--- src/rtl/mel_log_serializer.sv ---
// mel_log_serializer
// Takes one parallel vector of mel filterbank energies, compresses each element
// with a truncating fixed-point log2, and streams the results out one element
// per beat (index 0 first) with valid/ready/last handshaking for the DCT stage.
module mel_log_serializer #(
    parameter int unsigned NUM_FILTERS = 32,
    parameter int unsigned FRAC_BITS   = 11
) (
    input  logic                   clk_in,
    input  logic                   rst_in,
    input  logic [31:0]            filtered_data_in [NUM_FILTERS],
    input  logic                   filtered_valid_in,
    output logic                   filtered_ready_out,
    output logic [5+FRAC_BITS-1:0] log_data_out,
    output logic                   log_valid_out,
    output logic                   log_last_out,
    input  logic                   log_ready_in
);

    localparam int unsigned OUT_WIDTH = 5 + FRAC_BITS;
    localparam int unsigned IDX_W     = (NUM_FILTERS > 1) ? $clog2(NUM_FILTERS) : 1;

    localparam logic [IDX_W-1:0] LAST_IDX = IDX_W'(NUM_FILTERS - 1);

    localparam logic [0:0] ST_IDLE   = 1'b0;
    localparam logic [0:0] ST_STREAM = 1'b1;

    // ------------------------------------------------------------------
    // State
    // ------------------------------------------------------------------
    logic [0:0]           state_q, state_d;
    logic [IDX_W-1:0]     idx_q, idx_d;
    logic [OUT_WIDTH-1:0] data_q, data_d;
    logic                 last_q, last_d;
    logic [31:0]          buf_q [NUM_FILTERS];

    logic                 vec_accept;
    logic                 beat_accept;
    logic                 at_last;
    logic [IDX_W-1:0]     nxt_idx;

    // ------------------------------------------------------------------
    // log2 datapath
    // ------------------------------------------------------------------
    logic [31:0]          log_src;
    logic [4:0]           msb_pos;
    logic [31:0]          norm;
    logic [FRAC_BITS-1:0] log_frac;
    logic [OUT_WIDTH-1:0] log_val;

    assign vec_accept  = (state_q == ST_IDLE) && filtered_valid_in;
    assign beat_accept = (state_q == ST_STREAM) && log_ready_in;
    assign at_last     = (idx_q == LAST_IDX);

    // Saturates at the last element so the buffer read never goes out of range.
    assign nxt_idx = at_last ? idx_q : idx_q + IDX_W'(1);

    // In IDLE the converter looks straight at the incoming element 0 so the
    // first beat is ready one cycle after acceptance; in STREAM it pre-computes
    // the element that follows the one currently on the output.
    assign log_src = (state_q == ST_IDLE) ? filtered_data_in[0] : buf_q[nxt_idx];

    // Priority encoder: position of the most significant set bit (0 for x==0).
    always_comb begin
        msb_pos = '0;
        for (int b = 0; b < 32; b++) begin
            if (log_src[b]) begin
                msb_pos = 5'(b);
            end
        end
    end

    // Normalising the MSB up to bit 31 leaves the mantissa left-aligned at bit 30,
    // which covers both the truncating (p >= FRAC_BITS) and zero-filled
    // (p < FRAC_BITS) cases with one slice.
    assign norm     = log_src << (5'd31 - msb_pos);
    assign log_frac = norm[30 -: FRAC_BITS];
    assign log_val  = {msb_pos, log_frac};

    // MSB of norm is the leading one and the low bits fall below the output precision.
    logic unused_norm;
    assign unused_norm = ^{norm[31], norm[30-FRAC_BITS:0]};

    // ------------------------------------------------------------------
    // Next-state logic
    // ------------------------------------------------------------------

    // Control FSM: load element 0 on vector accept, advance one element per accepted beat.
    always_comb begin
        state_d = state_q;
        idx_d   = idx_q;
        data_d  = data_q;
        last_d  = last_q;

        case (state_q)
            ST_IDLE: begin
                if (filtered_valid_in) begin
                    state_d = ST_STREAM;
                    idx_d   = '0;
                    data_d  = log_val;
                    last_d  = (NUM_FILTERS == 1);
                end
            end

            ST_STREAM: begin
                if (log_ready_in) begin
                    if (at_last) begin
                        state_d = ST_IDLE;
                        last_d  = 1'b0;
                    end else begin
                        idx_d  = nxt_idx;
                        data_d = log_val;
                        last_d = (nxt_idx == LAST_IDX);
                    end
                end
            end

            default: begin
                state_d = ST_IDLE;
                last_d  = 1'b0;
            end
        endcase
    end

    // ------------------------------------------------------------------
    // Registers
    // ------------------------------------------------------------------

    // Control and output registers with synchronous reset; reset aborts any stream.
    always_ff @(posedge clk_in) begin
        if (rst_in) begin
            state_q <= ST_IDLE;
            idx_q   <= '0;
            data_q  <= '0;
            last_q  <= 1'b0;
        end else begin
            state_q <= state_d;
            idx_q   <= idx_d;
            data_q  <= data_d;
            last_q  <= last_d;
        end
    end

    // Vector buffer: the input is sampled only at acceptance, so it needs no reset.
    always_ff @(posedge clk_in) begin
        if (vec_accept) begin
            buf_q <= filtered_data_in;
        end
    end

    // beat_accept is folded into the FSM; kept as a named term for readability.
    logic unused_beat;
    assign unused_beat = beat_accept;

    // ------------------------------------------------------------------
    // Outputs
    // ------------------------------------------------------------------
    assign filtered_ready_out = (state_q == ST_IDLE);
    assign log_valid_out      = (state_q == ST_STREAM);
    assign log_last_out       = last_q;
    assign log_data_out       = data_q;

endmodule

--- config.mk ---
export PLATFORM = sky130hd
export DESIGN_NAME = mel_log_serializer
export DESIGN_NICKNAME = d
export VERILOG_FILES = /design/src/rtl/mel_log_serializer.sv
export SDC_FILE = /design/constraint.sdc
export NUM_CORES = 1
export LEC_CHECK = 0
export CAP_MARGIN = 10
export CORE_MARGIN = 1
export CORE_UTILIZATION = 25
export CTS_BUF_LIST = sky130_fd_sc_hd__clkbuf_8
export CTS_CLUSTER_DIAMETER = 120
export DETAILED_ROUTE_END_ITERATION = 10
export SLEW_MARGIN = 20
export SYNTH_ARGS = -nofsm -noshare
export SYNTH_HDL_FRONTEND = slang
export SYNTH_SLANG_ARGS = --single-unit
--- constraint.sdc ---
create_clock -name clk_in -period 45.7 [get_ports clk_in]
set_input_delay 13.71 -clock clk_in [delete_from_list [all_inputs] [get_ports clk_in]]
set_output_delay 13.71 -clock clk_in [all_outputs]
set_load 0.03 [all_outputs]
==> results.json, run 1 <==
{
  "reg2reg_slack_ps": 37320,
  "synth_edf_count": 1024,
  "cts_tree": "done",
  "synth_cell_types": 96,
  "cp.arrival_ps": 18930,
  "yosys.area.top_type": "edfxtp_1",
  "ir_drop_mv": 0.0261,
  "seq_power_share_pct": 49.5,
  "hold_viol": 0,
  "drive_above_1_share_pct": 11.0,
  "max_freq_mhz": 54.4,
  "ys_seq_area_share_pct": 68.6,
  "gp_congestion": 0.882,
  "rsz0062_at_grt": "no",
  "cts_resized": 0,
  "grt_pass1_wl_um": 292000,
  "drtPass1Iterations": 5,
  "relSlewSlack_pct": 22.1,
  "period_share_pct": 40.2,
  "whs_ps": 503,
  "grt_overflow": 0,
  "pin_count": 1047,
  "design.core.area_um2": 181000,
  "worstSetupPathType": "input port to register",
  "setup-tns-final_ps": 0,
  "yosys_warnings": 0,
  "worst-slew-pin-transition_ps": 1170,
  "antenna_found_initial": 89,
  "maxSlewViolCount": 0,
  "cp.required_ps": 46260,
  "p_int_uw": 1710,
  "slowest_stage": "buf_4",
  "period_needed_ps": 18370,
  "outcome": "complete, no violations",
  "ys_dominant_reg_cell": "edfxtp_1",
  "yosys_register_bits": 1047,
  "crit_top_cell": "buf_4",
  "postRouteAntennaNets": 0,
  "die_w_um": 428,
  "clock_latency_ps": 990,
  "grt_pass1_vias": 34228,
  "path_max_fanout": 125,
  "syn-cell-area_um2": 45500,
  "postCtsHoldBufs": 0,
  "setup_violations": 0,
  "cpPeakStageDelay_ps": 940,
  "syn_inst": 3215,
  "fin_worst_skew_ps": 87.8,
  "num_vias": 34506,
  "p_sw_share_pct": 26.1,
  "die_y_um": 428,
  "clk_pin_slew_worst_paths_ps": 60,
  "power_density_nw_per_um2": 36.9,
  "maxCapViolCount": 0,
  "h-tree-depth": 4,
  "avgSynthCellArea_um2": 14.1,
  "postCtsSetupRepairBufs": 0,
  "worstSetupEndpointType": "register",
  "pwr-share-clk_pct": 38.5,
  "synth_area_leaders": "edfxtp_1 68%, mux2i_1 5.6%, nand2_1 4.3%, mux4_2 2.4%, nand3_1 1.9%",
  "pwr-share-comb_pct": 12.0,
  "p_switching_uw": 602,
  "cts.sinks": 1047,
  "worstPathCellList": "clkdlybuf4s50_1 > nand2_1 > inv_8 > buf_4 > buf_4 > buf_4 > buf_4",
  "synth_top_area_share_pct": 67.6,
  "root_buffer": "clkbuf_8",
  "synth_nets": 4244,
  "die_area_um2": 184000,
  "tritoncts.num_buffers": 186,
  "nNetsFinal": 5358,
  "cts_buffer_depth": 3,
  "grt_max_degree": 166,
  "post-route-drc-count": 0,
  "first_iter_violations": 3223,
  "async_flop_share_pct": 0,
  "start_util_pct": 25.2,
  "std_cell_rows": 156,
  "grtUsageTotal_pct": 23.4,
  "total_leakage_power_uw": 0.0212,
  "wire_per_inst_um": 32.1,
  "hpwl_um": 166000,
  "worstSetupStartpointType": "input port",
  "hold_class": "register to register",
  "routed_wl_um": 221000,
  "areaGrowthSynthToFinish_pct": 37.7,
  "io_buffer_count": 1046,
  "vias_per_cell": 5.01
}
==> cell families (layout without fill, tap and decap cells) <==
kind of cell               after synthesis  count (layout)  synth area share, %
xor gates and xnor gates                 4               4                0.160
adders and majority gates                1               1               0.0275
and+or+nand+nor                       1007            1007                 10.0
AOI/OAI and AO/OA                      580             580                 9.87
other                                    0              43                    0
muxes                                  327             327                 8.58
DFF                                   1047            1047                 68.6
buffers and inverters                  249            1515                 2.73
==> worst max-delay path, delay by kind of cell <==
family	cells	cell delay (ps)
buffers and inverters	6	4740
and+or+nand+nor	1	250
==> sequential cells by signal (all words and copies together), names as in the netlist <==
register and count:
buf_q 1024, log_last_out 1, log_data_out 16, idx_q 5
log_valid_out 1
==> metrics by stage <==
step	area, um2	power [uW]	utilization, %	cells	setup WS [ps]
global route	62600	2390	34.6	6884	27020
CTS	62500	2330	34.6	6851	27370
detailed placement	58800	1440	32.5	6511	26310
floorplan	45500	1320	-	3215	10770
finish	62600	2310	34.6	6894	27330
global placement	58800	1440	32.5	6510	26420
==> path summary, 6_finish.rpt <==
check | endpoint | startpoint | cells after the start
setup / recovery | buf_q[23]$_DFFE_PP_ | filtered_valid_in | 7
hold / removal | log_data_out[12]$_SDFFE_PP0P_ | log_data_out[12]$_SDFFE_PP0P_ | 2
setup reg to reg | log_data_out[9]$_SDFFE_PP0P_ | idx_q[0]$_SDFFE_PP0P_ | 18
hold reg to reg | log_data_out[12]$_SDFFE_PP0P_ | log_data_out[12]$_SDFFE_PP0P_ | 2
==> cell usage in the layout, fill, tap and decap left out, drive strengths merged, types with 46 or more instances in the layout <==
| cell | instances |
|---|---|
| a211oi | 69 |
| a31oi | 63 |
| buf | 104 |
| mux4 | 48 |
| o22ai | 46 |
| inv | 99 |
| mux2i | 256 |
| nand3 | 169 |
| nand2 | 525 |
| edfxtp | 1024 |
| nor2 | 109 |
| clkinv | 65 |
| clkdlybuf4s50 | 1046 |
| a21oi | 48 |
| clkbuf | 187 |
==> cell type report <==
class,instances,area [um2]
sequential,1047,31200
fill,17742,118000
clock buffer,187,2570
antenna,43,108
inverter,25,101
multi-input combinational,1919,13300
tap,2370,2970
clock inverter,153,1080
timing repair buffer,1150,11300
==> power by group through the flow <==
stage               Sequential (uW)  Combinational [uW]  Clock (uW)
floorplan                      1210                 110           0
global placement               1160                 277           0
detailed placement             1160                 278           0
CTS                            1140                 280         908
global route                   1150                 293         949
finish                         1140                 278         887
==> cells in the mapped netlist (9+ instances only) <==
master     count
buf_2         97
inv_1         24
and3_1        13
o31ai_1        9
mux2i_1      256
nor2_1       104
a32oi_1       32
a221oi_1      12
or3_1         33
mux2_2        23
mux4_2        48
nor3_1        28
nand4_1       36
o221ai_1      42
buf_4         37
a21oi_1       46
o211a_1       18
o22ai_1       46
nand2b_1      13
or2_2          9
a22oi_1       13
o32ai_1       12
a211oi_1      65
nor2b_1       29
buf_1         14
a31oi_1       61
o211ai_1      28
o2111ai_1     28
edfxtp_1    1024
o21ai_0       34
nand3_1      169
a311oi_1      24
a2111oi_0     17
clkbuf_1      70
nand2_1      524
nor4_1        11
dfxtp_1       23
==> routing by layer <==
layer	wire length [um]	up-vias	GRT usage, %
met3	14700	352	4.72
li1	-	14984	-
met2	114000	1760	41.3
met1	84600	17386	27.6
met4	7830	24	9.97
met5	148	-	0
No activity file was read; power rests on OpenSTA's default activity.
==> run 2: changes to the inputs <==
==> constraint.sdc (replaced) <==
create_clock -name clk_in -period 17.37 [get_ports clk_in]
set_input_delay 5.211 -clock clk_in [delete_from_list [all_inputs] [get_ports clk_in]]
set_output_delay 5.211 -clock clk_in [all_outputs]
set_load 0.03 [all_outputs]
==> run 2 against run 1 <==
- via count hardly changed
- clock-buffer cell count is 2 higher
- highest routed layer unchanged
- sequential power grew to 2.6 times the previous value
- clock power grew to 2.6 times the previous value
- routed wire length is 0.13% higher
- largest cell class unchanged
- sequential share of layout area hardly changed
- critical path type unchanged
- global-route usage hardly changed
- largest power group unchanged
- die area stayed put
- critical path depth is 5 higher
==> results.json, run 2 (synthesis results as in run 1) <==
{
  "outcome": "complete, no violations",
  "cp.required_ps": 18230,
  "h-tree-depth": 4,
  "first_iter_violations": 3509,
  "dp_slack_ps": 7390,
  "design.core.area_um2": 181000,
  "clock_latency_ps": 990,
  "multiInputGateArea_um2": 13300,
  "total_leakage_power_uw": 0.0212,
  "worstSetupStartpointType": "input port",
  "layout_common_cells": "1,046 x clkdlybuf4s50_1, 1,024 x edfxtp_1, 520 x nand2_1",
  "grt_pass1_wl_um": 292000,
  "top_register": "buf_q",
  "maxCapViolCount": 0,
  "rsz0062_at_grt": "no",
  "largest_register_ffs": 1024,
  "vias_per_cell": 5.01,
  "maxSlewViolCount": 0,
  "clk_pin_slew_worst_paths_ps": 60,
  "tritoncts.num_buffers": 189,
  "fillerInstances": 17739,
  "reg2reg_depth": 21,
  "die_y_um": 428,
  "power_uw": 6080,
  "relSlewSlack_pct": 22.9,
  "antenna_found_initial": 87,
  "period_needed_ps": 9040,
  "final_common_cell": "clkdlybuf4s50_1",
  "postCtsHoldBufs": 0,
  "cts_tree": "done",
  "fin_worst_skew_ps": 47.1,
  "die_area_um2": 184000,
  "worstSetupEndpointType": "register",
  "nNetsFinal": 5353,
  "ir_drop_mv": 0.0634,
  "worstSetupPathType": "input port to register",
  "cts_resized": 0,
  "die_w_um": 428,
  "gp_congestion": 0.881,
  "worstHoldPathCells": 2,
  "fin_ws_ps": 8330,
  "routed_wl_um": 222000,
  "num_vias": 34507,
  "postCtsSetupRepairBufs": 0,
  "areaGrowthSynthToFinish_pct": 37.6,
  "post-route-util_pct": 34.6,
  "grt_pass1_vias": 34281,
  "max_freq_mhz": 111,
  "post-route-drc-count": 0,
  "hpwl_um": 166000,
  "cts_buffer_depth": 3,
  "drive_above_1_share_pct": 10.9,
  "wire_per_inst_um": 32.2,
  "hp-start": "log_data_out[14]$_SDFFE_PP0P_",
  "postRouteAntennaNets": 0,
  "cts.sinks": 1047,
  "grt_max_degree": 172,
  "hold_class": "register to register",
  "hold_viol": 0,
  "drtPass1Iterations": 8,
  "power_density_nw_per_um2": 97.2,
  "grtUsageTotal_pct": 23.4,
  "io_buffer_count": 1046,
  "pin_count": 1047,
  "start_util_pct": 25.2,
  "root_buffer": "clkbuf_8",
  "period_share_pct": 52.0,
  "setup_violations": 0,
  "path_max_fanout": 17,
  "min_to": "log_data_out[14]$_SDFFE_PP0P_",
  "cp.arrival_ps": 9900,
  "std_cell_rows": 156,
  "worst-slew-pin-transition_ps": 1150,
  "r2r-end": "log_data_out[10]$_SDFFE_PP0P_",
  "reg2reg_slack_ps": 9230,
  "seq_area_um2": 31200,
  "grt_overflow": 0,
  "r2r-start": "idx_q[0]$_SDFFE_PP0P_"
}
[run 2: how the worst max path moves through the flow]
stage | cells past startpoint | endpoint | slack (ps) | startpoint
floorplan | 2 | buf_q[0]$_DFFE_PP_ | -3700 | filtered_valid_in
CTS | 12 | log_data_out[8]$_SDFFE_PP0P_ | 8480 | filtered_data_in[999]
finish | 12 | log_data_out[8]$_SDFFE_PP0P_ | 8330 | filtered_data_in[995]
detailed placement | 12 | log_data_out[8]$_SDFFE_PP0P_ | 7390 | filtered_data_in[999]
global route | 14 | log_data_out[8]$_SDFFE_PP0P_ | 8120 | filtered_data_in[1010]
global placement | 12 | log_data_out[8]$_SDFFE_PP0P_ | 7360 | filtered_data_in[1014]
[run 2: critical path: stages]
cell,delay [ps]
clkdlybuf4s50_1,520
a221oi_1,950
o211ai_1,470
nor2_1,220
o211a_1,200
o31a_1,200
o31a_1,730
nor2_2,260
o2bb2ai_1,230
a221oi_1,450
a22oi_1,200
a211oi_2,220
[run 2: stage by stage]
stage               instances  setup TNS [ps]  hold slack, ps  instance area (um2)
floorplan                3215        -3787320             580                45500
global placement         6503               0             491                58800
detailed placement       6503               0             505                58800
CTS                      6848               0             515                62500
global route             6877               0             545                62500
finish                   6888               0             515                62600
[run 2: per-layer routing]
| metal | global-route usage, % | wire (um) |
|---|---|---|
| met4 | 10.1 | 8830 |
| met2 | 40.8 | 113000 |
| met1 | 27.7 | 84300 |
| met5 | 0 | 238 |
| met3 | 5.12 | 15900 |
[run 2: power breakdown]
group          internal [uW]  switching, uW  total (uW)  leakage [uW]
clock                   1200           1150        2340       0.00211
sequential              2950           55.5        3000       0.00994
combinational            342            391         734       0.00914
total                   4490           1590        6080        0.0212
[run 2: final cells by class]
class,count,share of cell area [%]
clock buffer,189,4.16
clock inverter,156,1.75
tap,2370,4.74
multi-input combinational,1919,21.2
timing repair buffer,1142,18.0
sequential,1047,49.9
inverter,25,0.156
antenna,40,0.160
